--- src/rtl/delay_pulse_gen_if.sv ---
// Register-block side of the trigger delay engine.
// master : register block. It drives the static configuration, arm and abort,
//          and reads back status.
// slave  : delay_pulse_gen.
// cfg_*      : configuration fields. The engine latches them when it is armed.
// arm        : level signal. Its rising edge arms the engine.
// abort      : synchronous force-to-IDLE.
// busy       : high while in DELAY, PULSE or GAP.
// armed      : high while in ARMED.
// done       : one-cycle strobe on the last high cycle of the train.
// pulse_idx  : index of the current or the last pulse.
// missed_cnt : saturating count of trigger events seen while busy.
interface delay_pulse_gen_if #(
  parameter int CNT_W    = 24,
  parameter int NPULSE_W = 8,
  parameter int MISS_W   = 8
);
  logic [CNT_W-1:0]    cfg_delay;
  logic [CNT_W-1:0]    cfg_width;
  logic [CNT_W-1:0]    cfg_gap;
  logic [NPULSE_W-1:0] cfg_count;
  logic [1:0]          cfg_edge;
  logic                cfg_rearm;
  logic                arm;
  logic                abort;
  logic                busy;
  logic                armed;
  logic                done;
  logic [NPULSE_W-1:0] pulse_idx;
  logic [MISS_W-1:0]   missed_cnt;

  modport master (
    output cfg_delay, cfg_width, cfg_gap, cfg_count, cfg_edge, cfg_rearm, arm, abort,
    input  busy, armed, done, pulse_idx, missed_cnt
  );

  modport slave (
    input  cfg_delay, cfg_width, cfg_gap, cfg_count, cfg_edge, cfg_rearm, arm, abort,
    output busy, armed, done, pulse_idx, missed_cnt
  );
endinterface

--- src/rtl/delay_pulse_gen.sv ---
// Trigger delay engine (timerclk domain).
// Once armed, the engine waits for a selectable edge or level on the
// asynchronous trigger_in. It then counts cfg_delay cycles and emits a train
// of cfg_count pulses. Each pulse is cfg_width cycles high, and pulses are
// separated by cfg_gap low cycles.
// Ports:
//   timerclk   : sole clock.
//   reset      : asynchronous, active low.
//   trigger_in : asynchronous external trigger. It is synchronised here.
//   trigger    : registered pulse output.
//   bus        : configuration, control and status (delay_pulse_gen_if.slave).
module delay_pulse_gen #(
  parameter int CNT_W       = 24,
  parameter int NPULSE_W    = 8,
  parameter int SYNC_STAGES = 2,
  parameter int MISS_W      = 8
) (
  input  logic              timerclk,
  input  logic              reset,
  input  logic              trigger_in,
  output logic              trigger,
  delay_pulse_gen_if.slave  bus
);

  typedef enum logic [2:0] {IDLE, ARMED, DELAY, PULSE, GAP} state_t;

  localparam logic [CNT_W-1:0]    ONE_C = CNT_W'(1);
  localparam logic [NPULSE_W-1:0] ONE_P = NPULSE_W'(1);

  state_t                 state, state_n;
  logic [SYNC_STAGES-1:0] sync_q;
  logic                   ts, ts_d, evt;
  logic                   arm_q, arm_r, arm_take;
  logic [CNT_W-1:0]       cnt, cnt_n;
  logic [NPULSE_W-1:0]    idx, idx_n;
  logic [MISS_W-1:0]      missed;
  logic                   busy_q, armed_q, done_c, busy_st;

  logic [CNT_W-1:0]       sh_delay, sh_width, sh_gap;
  logic [NPULSE_W-1:0]    sh_count;
  logic [1:0]             sh_edge;
  logic                   sh_rearm;

  assign ts       = sync_q[SYNC_STAGES-1];
  assign arm_r    = bus.arm & ~arm_q;
  assign arm_take = (state == IDLE) & arm_r & ~bus.abort;
  assign busy_st  = (state == DELAY) | (state == PULSE) | (state == GAP);

  always_comb begin
    evt = 1'b0;
    case (sh_edge)
      2'b00:   evt = ts & ~ts_d;
      2'b01:   evt = ~ts & ts_d;
      2'b10:   evt = ts ^ ts_d;
      default: evt = ts;
    endcase
  end

  // Every counter is loaded with (value - 1) and the move happens on zero.
  // A zero delay skips DELAY entirely. This places the first high cycle
  // exactly delay+1 cycles after the event cycle.
  always_comb begin
    state_n = state;
    cnt_n   = cnt;
    idx_n   = idx;
    done_c  = 1'b0;
    case (state)
      IDLE:  if (arm_r) state_n = ARMED;
      ARMED: if (evt) begin
        idx_n = '0;
        if (sh_delay == '0) begin
          state_n = PULSE;
          cnt_n   = sh_width - ONE_C;
        end else begin
          state_n = DELAY;
          cnt_n   = sh_delay - ONE_C;
        end
      end
      DELAY: if (cnt == '0) begin
        state_n = PULSE;
        cnt_n   = sh_width - ONE_C;
      end else cnt_n = cnt - ONE_C;
      PULSE: if (cnt == '0) begin
        if (idx == sh_count - ONE_P) begin
          done_c  = 1'b1;
          state_n = sh_rearm ? ARMED : IDLE;
        end else begin
          idx_n   = idx + ONE_P;
          state_n = GAP;
          cnt_n   = sh_gap - ONE_C;
        end
      end else cnt_n = cnt - ONE_C;
      GAP: if (cnt == '0) begin
        state_n = PULSE;
        cnt_n   = sh_width - ONE_C;
      end else cnt_n = cnt - ONE_C;
      default: state_n = IDLE;
    endcase
    if (bus.abort) begin
      state_n = IDLE;
      cnt_n   = cnt;
      idx_n   = idx;
      done_c  = 1'b0;
    end
  end

  always_ff @(posedge timerclk or negedge reset) begin
    if (!reset) begin
      state    <= IDLE;
      sync_q   <= '0;
      ts_d     <= 1'b0;
      arm_q    <= 1'b0;
      cnt      <= '0;
      idx      <= '0;
      missed   <= '0;
      trigger  <= 1'b0;
      busy_q   <= 1'b0;
      armed_q  <= 1'b0;
      sh_delay <= '0;
      sh_width <= '0;
      sh_gap   <= '0;
      sh_count <= '0;
      sh_edge  <= '0;
      sh_rearm <= 1'b0;
    end else begin
      sync_q  <= {sync_q[SYNC_STAGES-2:0], trigger_in};
      ts_d    <= ts;
      arm_q   <= bus.arm;
      state   <= state_n;
      cnt     <= cnt_n;
      idx     <= idx_n;
      // Status flags are decoded from the next state, so they move on the
      // same edge as the state itself.
      trigger <= (state_n == PULSE);
      busy_q  <= (state_n == DELAY) | (state_n == PULSE) | (state_n == GAP);
      armed_q <= (state_n == ARMED);
      if (arm_take) begin
        sh_delay <= bus.cfg_delay;
        sh_width <= (bus.cfg_width == '0) ? ONE_C : bus.cfg_width;
        sh_gap   <= (bus.cfg_gap   == '0) ? ONE_C : bus.cfg_gap;
        sh_count <= (bus.cfg_count == '0) ? ONE_P : bus.cfg_count;
        sh_edge  <= bus.cfg_edge;
        sh_rearm <= bus.cfg_rearm;
        missed   <= '0;
      end else if (evt & busy_st & ~bus.abort & ~(&missed)) begin
        missed <= missed + 1'b1;
      end
    end
  end

  assign bus.busy       = busy_q;
  assign bus.armed      = armed_q;
  assign bus.done       = done_c;
  assign bus.pulse_idx  = idx;
  assign bus.missed_cnt = missed;

endmodule

--- src/flat_wrapper.sv ---
// flat-port wrapper written by rule: the top's interface ports become plain ports
module delay_pulse_gen_flat 
#(
  parameter int CNT_W       = 24,
  parameter int NPULSE_W    = 8,
  parameter int SYNC_STAGES = 2,
  parameter int MISS_W      = 8
)
  (timerclk, reset, trigger_in, trigger, bus_cfg_delay, bus_cfg_width, bus_cfg_gap, bus_cfg_count, bus_cfg_edge, bus_cfg_rearm, bus_arm, bus_abort, bus_busy, bus_armed, bus_done, bus_pulse_idx, bus_missed_cnt);
  delay_pulse_gen_if #(.CNT_W(CNT_W), .NPULSE_W(NPULSE_W), .MISS_W(MISS_W)) bus_i ();
  input  logic timerclk;
  input  logic reset;
  input  logic trigger_in;
  output logic trigger;
  input wire logic [$bits(bus_i.cfg_delay)-1:0] bus_cfg_delay;
  input wire logic [$bits(bus_i.cfg_width)-1:0] bus_cfg_width;
  input wire logic [$bits(bus_i.cfg_gap)-1:0] bus_cfg_gap;
  input wire logic [$bits(bus_i.cfg_count)-1:0] bus_cfg_count;
  input wire logic [$bits(bus_i.cfg_edge)-1:0] bus_cfg_edge;
  input wire logic [$bits(bus_i.cfg_rearm)-1:0] bus_cfg_rearm;
  input wire logic [$bits(bus_i.arm)-1:0] bus_arm;
  input wire logic [$bits(bus_i.abort)-1:0] bus_abort;
  output wire logic [$bits(bus_i.busy)-1:0] bus_busy;
  output wire logic [$bits(bus_i.armed)-1:0] bus_armed;
  output wire logic [$bits(bus_i.done)-1:0] bus_done;
  output wire logic [$bits(bus_i.pulse_idx)-1:0] bus_pulse_idx;
  output wire logic [$bits(bus_i.missed_cnt)-1:0] bus_missed_cnt;
  assign bus_i.cfg_delay = bus_cfg_delay;
  assign bus_i.cfg_width = bus_cfg_width;
  assign bus_i.cfg_gap = bus_cfg_gap;
  assign bus_i.cfg_count = bus_cfg_count;
  assign bus_i.cfg_edge = bus_cfg_edge;
  assign bus_i.cfg_rearm = bus_cfg_rearm;
  assign bus_i.arm = bus_arm;
  assign bus_i.abort = bus_abort;
  assign bus_busy = bus_i.busy;
  assign bus_armed = bus_i.armed;
  assign bus_done = bus_i.done;
  assign bus_pulse_idx = bus_i.pulse_idx;
  assign bus_missed_cnt = bus_i.missed_cnt;
  delay_pulse_gen #(.CNT_W(CNT_W), .NPULSE_W(NPULSE_W), .SYNC_STAGES(SYNC_STAGES), .MISS_W(MISS_W)) u_core (.timerclk(timerclk), .reset(reset), .trigger_in(trigger_in), .trigger(trigger), .bus(bus_i));
endmodule
--- config.mk ---
export PLATFORM = sky130hd
export DESIGN_NAME = delay_pulse_gen_flat
export DESIGN_NICKNAME = d
export VERILOG_FILES = /design/src/rtl/delay_pulse_gen_if.sv /design/src/rtl/delay_pulse_gen.sv /design/src/flat_wrapper.sv
export SDC_FILE = /design/constraint.sdc
export NUM_CORES = 1
export LEC_CHECK = 0
export BUFFER_PORTS_ARGS = -buffer_cell sky130_fd_sc_hd__buf_2
export CAP_MARGIN = 20
export CORE_MARGIN = 2
export CORE_UTILIZATION = 50
export CTS_BUF_LIST = sky130_fd_sc_hd__clkbuf_16
export CTS_CLUSTER_DIAMETER = 200
export DETAILED_ROUTE_END_ITERATION = 12
export GPL_TIMING_DRIVEN = 0
export PLACE_DENSITY_LB_ADDON = 0.3
export SKIP_LAST_GASP = 1
export SLEW_MARGIN = 40
export SYNTH_ARGS = -nofsm -noshare
export SYNTH_HDL_FRONTEND = slang
export SYNTH_SLANG_ARGS = --single-unit
--- constraint.sdc ---
create_clock -name timerclk -period 3.9 [get_ports timerclk]
set_input_delay 0.39 -clock timerclk [delete_from_list [all_inputs] [get_ports timerclk]]
set_output_delay 0.39 -clock timerclk [all_outputs]
set_load 0.02 [all_outputs]
==> impl_metrics.yaml, run 1 <==
drt:
  antenna_left: 0
  dr.pass1.iters: 5
  drt_iter0_markers: 775
  wirelength_um: 25000
  viasPerCell: 5.87
  post_drt_wl_per_cell_um: 18.2
  drc_errors: 0
  dr_total_vias: 8049
grt:
  grt-busiest-layer: "met2"
  grt_use_total_pct: 28.9
  met1_usage_pct: 42.0
  grt_overflow: 0
  use_met3_pct: 6.05
  grt_pass1_vias: 7408
  met2_usage_pct: 43.8
  antenna_found_initial: 0
  grt_pass1_wl_um: 40000
  grt_max_degree: 73
floorplan:
  die_h_um: 133
  top_level_ports: 108
  die_area_mm2: 0.0177
  coreArea_mm2: 0.0164
  rows: 47
  fp.dieW_um: 133
  start_util_pct: 50.7
place:
  port_buffers: 106
  place_hpwl_um: 19000
  pre_cts_slack_ns: 0.486
  place_congestion: 0.974
logic_synthesis:
  yosysWarnings: 0
  synth-edff-count: 0
  synthCells: 1012
  synth_fp_nets: 1111
  syn_avg_cell_area_um2: 8.21
  synthFlopType: "dfrtp_1"
  synth_area_leaders: "dfrtp_1 (40%), nand2_1 (12%), xor2_1 (4.0%), xnor2_1 (3.8%), nor4_1 (3.4%)"
  yosysTopAreaCell: "dfrtp_1"
  synthesis.area_mm2: 0.00831
  yosysUniqueCellTypes: 67
  ys_seq_area_share_pct: 40.0
  ys_ff_latch: 133
  async_reset_ff_share_pct: 100
  yosysTopAreaCellShare_pct: 40.0
cts:
  clk_latency_ns: 0.42
  htree_levels: 4
  clockRootBuffer: "clkbuf_16"
  cts_buffers: 17
  clockBufferDepth: 2
  cts_tree: "built"
  cts_setup_buffers: 0
  clock-sinks: 133
  path_clk_slew_ns: 0.06
worst_setup_path:
  cp_cell_sequence: "or4_1 > or2_2 > clkbuf_1 > nor3_4 > nor2_1 > clkbuf_1 > clkbuf_1 > o31ai_1 > nand3_1 > o2bb2ai_1"
  path_class: "reg -> reg"
  r2r_cells: 10
  cp-start-kind: "flop"
  worst_setup_path_end_kind: "flop"
  critPathSlowestCell: "or4_1"
  cp_data_arrival_time_ns: 3.81
  crit_top_cell: "clkbuf_1"
  cp_max_fo: 10
  rrSetupSlack_ns: 0.38
  critPathMaxStageDelay_ns: 0.64
  required_ns: 4.19
sta:
  skew_ns: 0.00974
  hold_viol: 0
  period_share_pct: 90.3
  setup_violations: 0
  tightest_slew_ns: 0.884
  rsz0062_at_grt: "no"
  period_minus_slack_ns: 3.52
  setup-tns-final_ns: 0
  slew_viol_final: 0
  relSlewSlack_pct: 41.1
  worst_slack_ns: 0.378
  max_freq_mhz: 284
flow_run:
  drv_cap: 0
cells_and_area:
  drive_gt1_share_pct: 14.6
  fin_nets: 1239
  diodes: 0
  layout_common_cells: "nand2_1 (264), dfrtp_1 (133), buf_2 (105)"
  final_common_cell: "nand2_1"
  area_growth_pct: 18.1
min_path:
  min_path_cells: 1
  hold_class: "in -> reg"
pwr:
  power_density_mw_per_mm2: 501
  vdd_drop_max_v: 0.000318
  power_leakage_nw: 4.37
status:
  status: "complete, no violations"
==> power breakdown <==
group | total [W] | internal, W | switching, W
logic | 0.00128 | 0.000520 | 0.000763
registers | 0.00199 | 0.00165 | 0.000337
clock network | 0.00165 | 0.00101 | 0.000644
==> synthesized netlist by cell type, types with 4 or more instances <==
library cell and instances:
o21ai_0 39, nand2_1 264, and3_1 6, o211ai_1 6, o31ai_1 8, a21oi_1 25
mux2i_1 5, nand3_1 28, buf_1 8, mux2_2 4, o22ai_1 20, o2bb2ai_1 8
ha_1 11, nand2b_1 7, or4_1 12, o21a_1 8, nand4_1 13, xor2_1 38
dfrtp_1 133, inv_1 25, nor3_1 46, o31a_1 6, a31oi_1 4, a211oi_1 16
clkbuf_1 45, or2_2 4, or3_1 16, nor2_1 54, a22oi_1 10, xnor2_1 36
nor4_1 45
==> area by class of cell <==
cell class / instances / area (um2)
clock buffers: 17 / 425
well taps: 220 / 275
inverters: 26 / 100
repair buffers: 109 / 606
fillers: 1496 / 6590
plain buffers: 55 / 221
flip-flops and latches: 133 / 3330
clock inverters: 14 / 178
multi-input cells: 798 / 4690
==> final timing paths <==
| path | endpoint | start |
|---|---|---|
| min in group asynchronous | u_core.trigger | reset |
| worst max-delay path | u_core.cnt[6] | u_core.cnt[11] |
| worst min register to register | u_core.sync_q[1] | u_core.sync_q[0] |
| worst max register to register | u_core.cnt[6] | u_core.cnt[11] |
| worst min-delay path | u_core.sync_q[0] | trigger_in |
| max in group asynchronous | u_core.sh_width[23] | reset |
==> metal layers <==
| metal | wire length, um | share of wire (%) |
|---|---|---|
| met5 | 0 | 0 |
| met4 | 609 | 2.4 |
| met3 | 2160 | 8.7 |
| met2 | 10900 | 44 |
| met1 | 11300 | 45 |
==> registers in the layout, summed over array words and instances, names as in the netlist, 2 cells and up <==
name,cells
u_core.sh_count,8
u_core.bus.missed_cnt,8
u_core.bus.pulse_idx,8
u_core.sh_width,24
u_core.sh_gap,24
u_core.cnt,24
u_core.sh_delay,24
u_core.sync_q,2
u_core.state,3
u_core.sh_edge,2
==> cell families after synthesis <==
| family | Yosys count | synth area share [%] |
|---|---|---|
| and+or+nand+nor | 519 | 29.9 |
| DFF | 133 | 40.0 |
| AOI/OAI and AO/OA | 179 | 14.5 |
| xor gates and xnor gates | 74 | 7.80 |
| buffers and inverters | 81 | 3.87 |
| adders and majority gates | 11 | 1.66 |
| muxes | 15 | 2.23 |
==> stage by stage <==
stage | utilization, % | hold slack (ns) | power (W) | area [um2] | std cells
6_report | 59.8 | 0.0686 | 0.00492 | 9820 | 1372
5_1_grt | 59.8 | 0.0533 | 0.00517 | 9820 | 1372
4_1_cts | 59.8 | 0.0619 | 0.00489 | 9810 | 1372
3_5_place_dp | 56.1 | 0.338 | 0.00323 | 9200 | 1340
3_3_place_gp | 55.6 | 0.336 | 0.00319 | 9120 | 1338
2_1_floorplan | - | 0.0944 | 0.00278 | 8310 | 1012
==> worst max-delay path: cells and delay by family, from the launching register on <==
family / cells / cell delay, ns
AOI/OAI and AO/OA: 2 / 0.28
DFF: 1 / 0.45
buffers and inverters: 3 / 0.94
and+or+nand+nor: 5 / 1.71
==> timing repair <==
action,in CTS,in global routing
setup endpoints to repair,0,0
gates resized for setup,0,0
hold buffers,1,0
endpoints found under the hold margin,71,0
No activity file was read; power rests on OpenSTA's default activity.
==> inputs of run 2 (changes only) <==
CORE_UTILIZATION = 41   (was 50)
==> run 2 against run 1 <==
Effect of this change: critical path type unchanged; cell count grew 3.6%; combinational power is essentially flat; fmax shrank 0.86%; highest routed layer unchanged.
==> impl_metrics.yaml, run 2 (synthesis results as in run 1) <==
floorplan:
  fp.dieW_um: 146
  top_level_ports: 108
  coreArea_mm2: 0.0200
  start_util_pct: 41.5
  die_h_um: 146
  die_area_mm2: 0.0214
  rows: 52
drt:
  drt_iter0_markers: 748
  post_drt_wl_per_cell_um: 18.1
  dr.pass1.iters: 5
  antenna_left: 0
  viasPerCell: 5.66
  dr_total_vias: 8047
  wirelength_um: 25700
  drc_errors: 0
cts:
  clock-sinks: 133
  clockRootBuffer: "clkbuf_16"
  cts_tree: "built"
  cts_setup_buffers: 0
  htree_levels: 4
  ctsResizeCount: 0
  cts_buffers: 17
  path_clk_slew_ns: 0.06
  clk_latency_ns: 0.42
  clockBufferDepth: 2
  hold_buffers: 1
min_path:
  min_to: "u_core.sync_q[0]"
  hold_class: "in -> reg"
  min_path_cells: 1
  worst_hold_startpoint: "trigger_in"
cells_and_area:
  fin_nets: 1239
  diodes: 0
  drive_gt1_share_pct: 14.5
  nFillCells: 2022
  layout_common_cells: "nand2_1 (264), dfrtp_1 (133), buf_2 (105)"
  final_common_cell: "nand2_1"
  area_growth_pct: 18.8
place:
  place_hpwl_um: 19600
  place_congestion: 0.964
  port_buffers: 106
sta:
  hold_viol: 0
  tightest_slew_ns: 0.758
  rsz0062_at_grt: "no"
  setup-tns-final_ns: 0
  slew_viol_final: 0
  period_minus_slack_ns: 3.55
  relSlewSlack_pct: 49.0
  setup_violations: 0
  skew_ns: 0.0114
  max_freq_mhz: 281
  period_share_pct: 91.1
worst_setup_path:
  cp_max_fo: 10
  critical-path-top-delay-family: "simple AND/OR/NAND/NOR gates"
  r2r_cells: 9
  r2r_end: "u_core.cnt[6]"
  rr_startpoint: "u_core.cnt[11]"
  critPathSlowestCell: "or4_1"
  worst_setup_path_end_kind: "flop"
  cp-start-kind: "flop"
  cp_cell_sequence: "or4_1 > or2_2 > clkbuf_1 > nor3_4 > nor2_1 > clkbuf_1 > and3_1 > a221oi_1 > o2bb2ai_1"
  required_ns: 4.19
  path_class: "reg -> reg"
  critical_path_buf_inv_count: 2
  critPathMaxStageDelay_ns: 0.64
  rrSetupSlack_ns: 0.35
  crit_top_cell: "clkbuf_1"
  cp_data_arrival_time_ns: 3.84
grt:
  antenna_found_initial: 0
  grt_pass1_wl_um: 40800
  grt_max_degree: 71
  grt_pass1_vias: 7488
  grt_use_total_pct: 24.2
  grt_overflow: 0
pwr:
  p_total_w: 0.00489
  power_density_mw_per_mm2: 495
  power_leakage_nw: 4.37
  vdd_drop_max_v: 0.000316
flow_run:
  drv_cap: 0
status:
  status: "complete, no violations"
-- run 2: worst max-delay path by stage --
stage | start | end | slack, ns | cells after the start
5_1_grt | u_core.sh_delay[5] | u_core.cnt[6] | 0.04 | 8
2_1_floorplan | u_core.cnt[7] | u_core.cnt[12] | 0.95 | 10
3_5_place_dp | u_core.sh_delay[5] | u_core.cnt[6] | 0.36 | 8
3_3_place_gp | u_core.sh_delay[5] | u_core.cnt[6] | 0.35 | 8
4_1_cts | u_core.sh_delay[5] | u_core.cnt[6] | 0.32 | 8
6_report | u_core.cnt[11] | u_core.cnt[6] | 0.35 | 9
-- run 2: cell type report --
class | instances | area (um2) | share of cell area (%)
timing repair buffer | 109 | 606 | 6.13
tap | 270 | 338 | 3.42
inverter | 26 | 100 | 1.01
clock buffer | 17 | 425 | 4.31
buffer | 55 | 221 | 2.24
clock inverter | 14 | 160 | 1.62
sequential | 133 | 3330 | 33.7
multi-input combinational | 798 | 4690 | 47.5
-- run 2: per-stage QoR --
step / cells / cell area (um2) / utilization (%) / setup WS (ns) / hold WS (ns)
finish: 1422 / 9870 / 49.3 / 0.347 / 0.0713
global route: 1422 / 9870 / 49.3 / 0.0442 / 0.0523
CTS: 1422 / 9860 / 49.2 / 0.319 / 0.0553
detailed placement: 1390 / 9260 / 46.2 / 0.361 / 0.336
global placement: 1388 / 9180 / 45.8 / 0.353 / 0.334
floorplan: 1012 / 8310 / - / 0.946 / 0.0944
-- run 2: power by group --
| group | switching, W | internal, W | total [W] |
|---|---|---|---|
| Combinational | 0.000758 | 0.000520 | 0.00128 |
| Clock | 0.000620 | 0.000996 | 0.00162 |
| Sequential | 0.000342 | 0.00165 | 0.00199 |
-- run 2: routing by layer --
metal | vias to the layer above | global-route usage (%) | share of wire (%)
li1 | 3862 | - | -
met1 | 3801 | 34.5 | 46
met2 | 337 | 36.7 | 44
met3 | 47 | 4.50 | 6.7
met4 | 0 | 9.32 | 2.9
met5 | - | 0 | 0
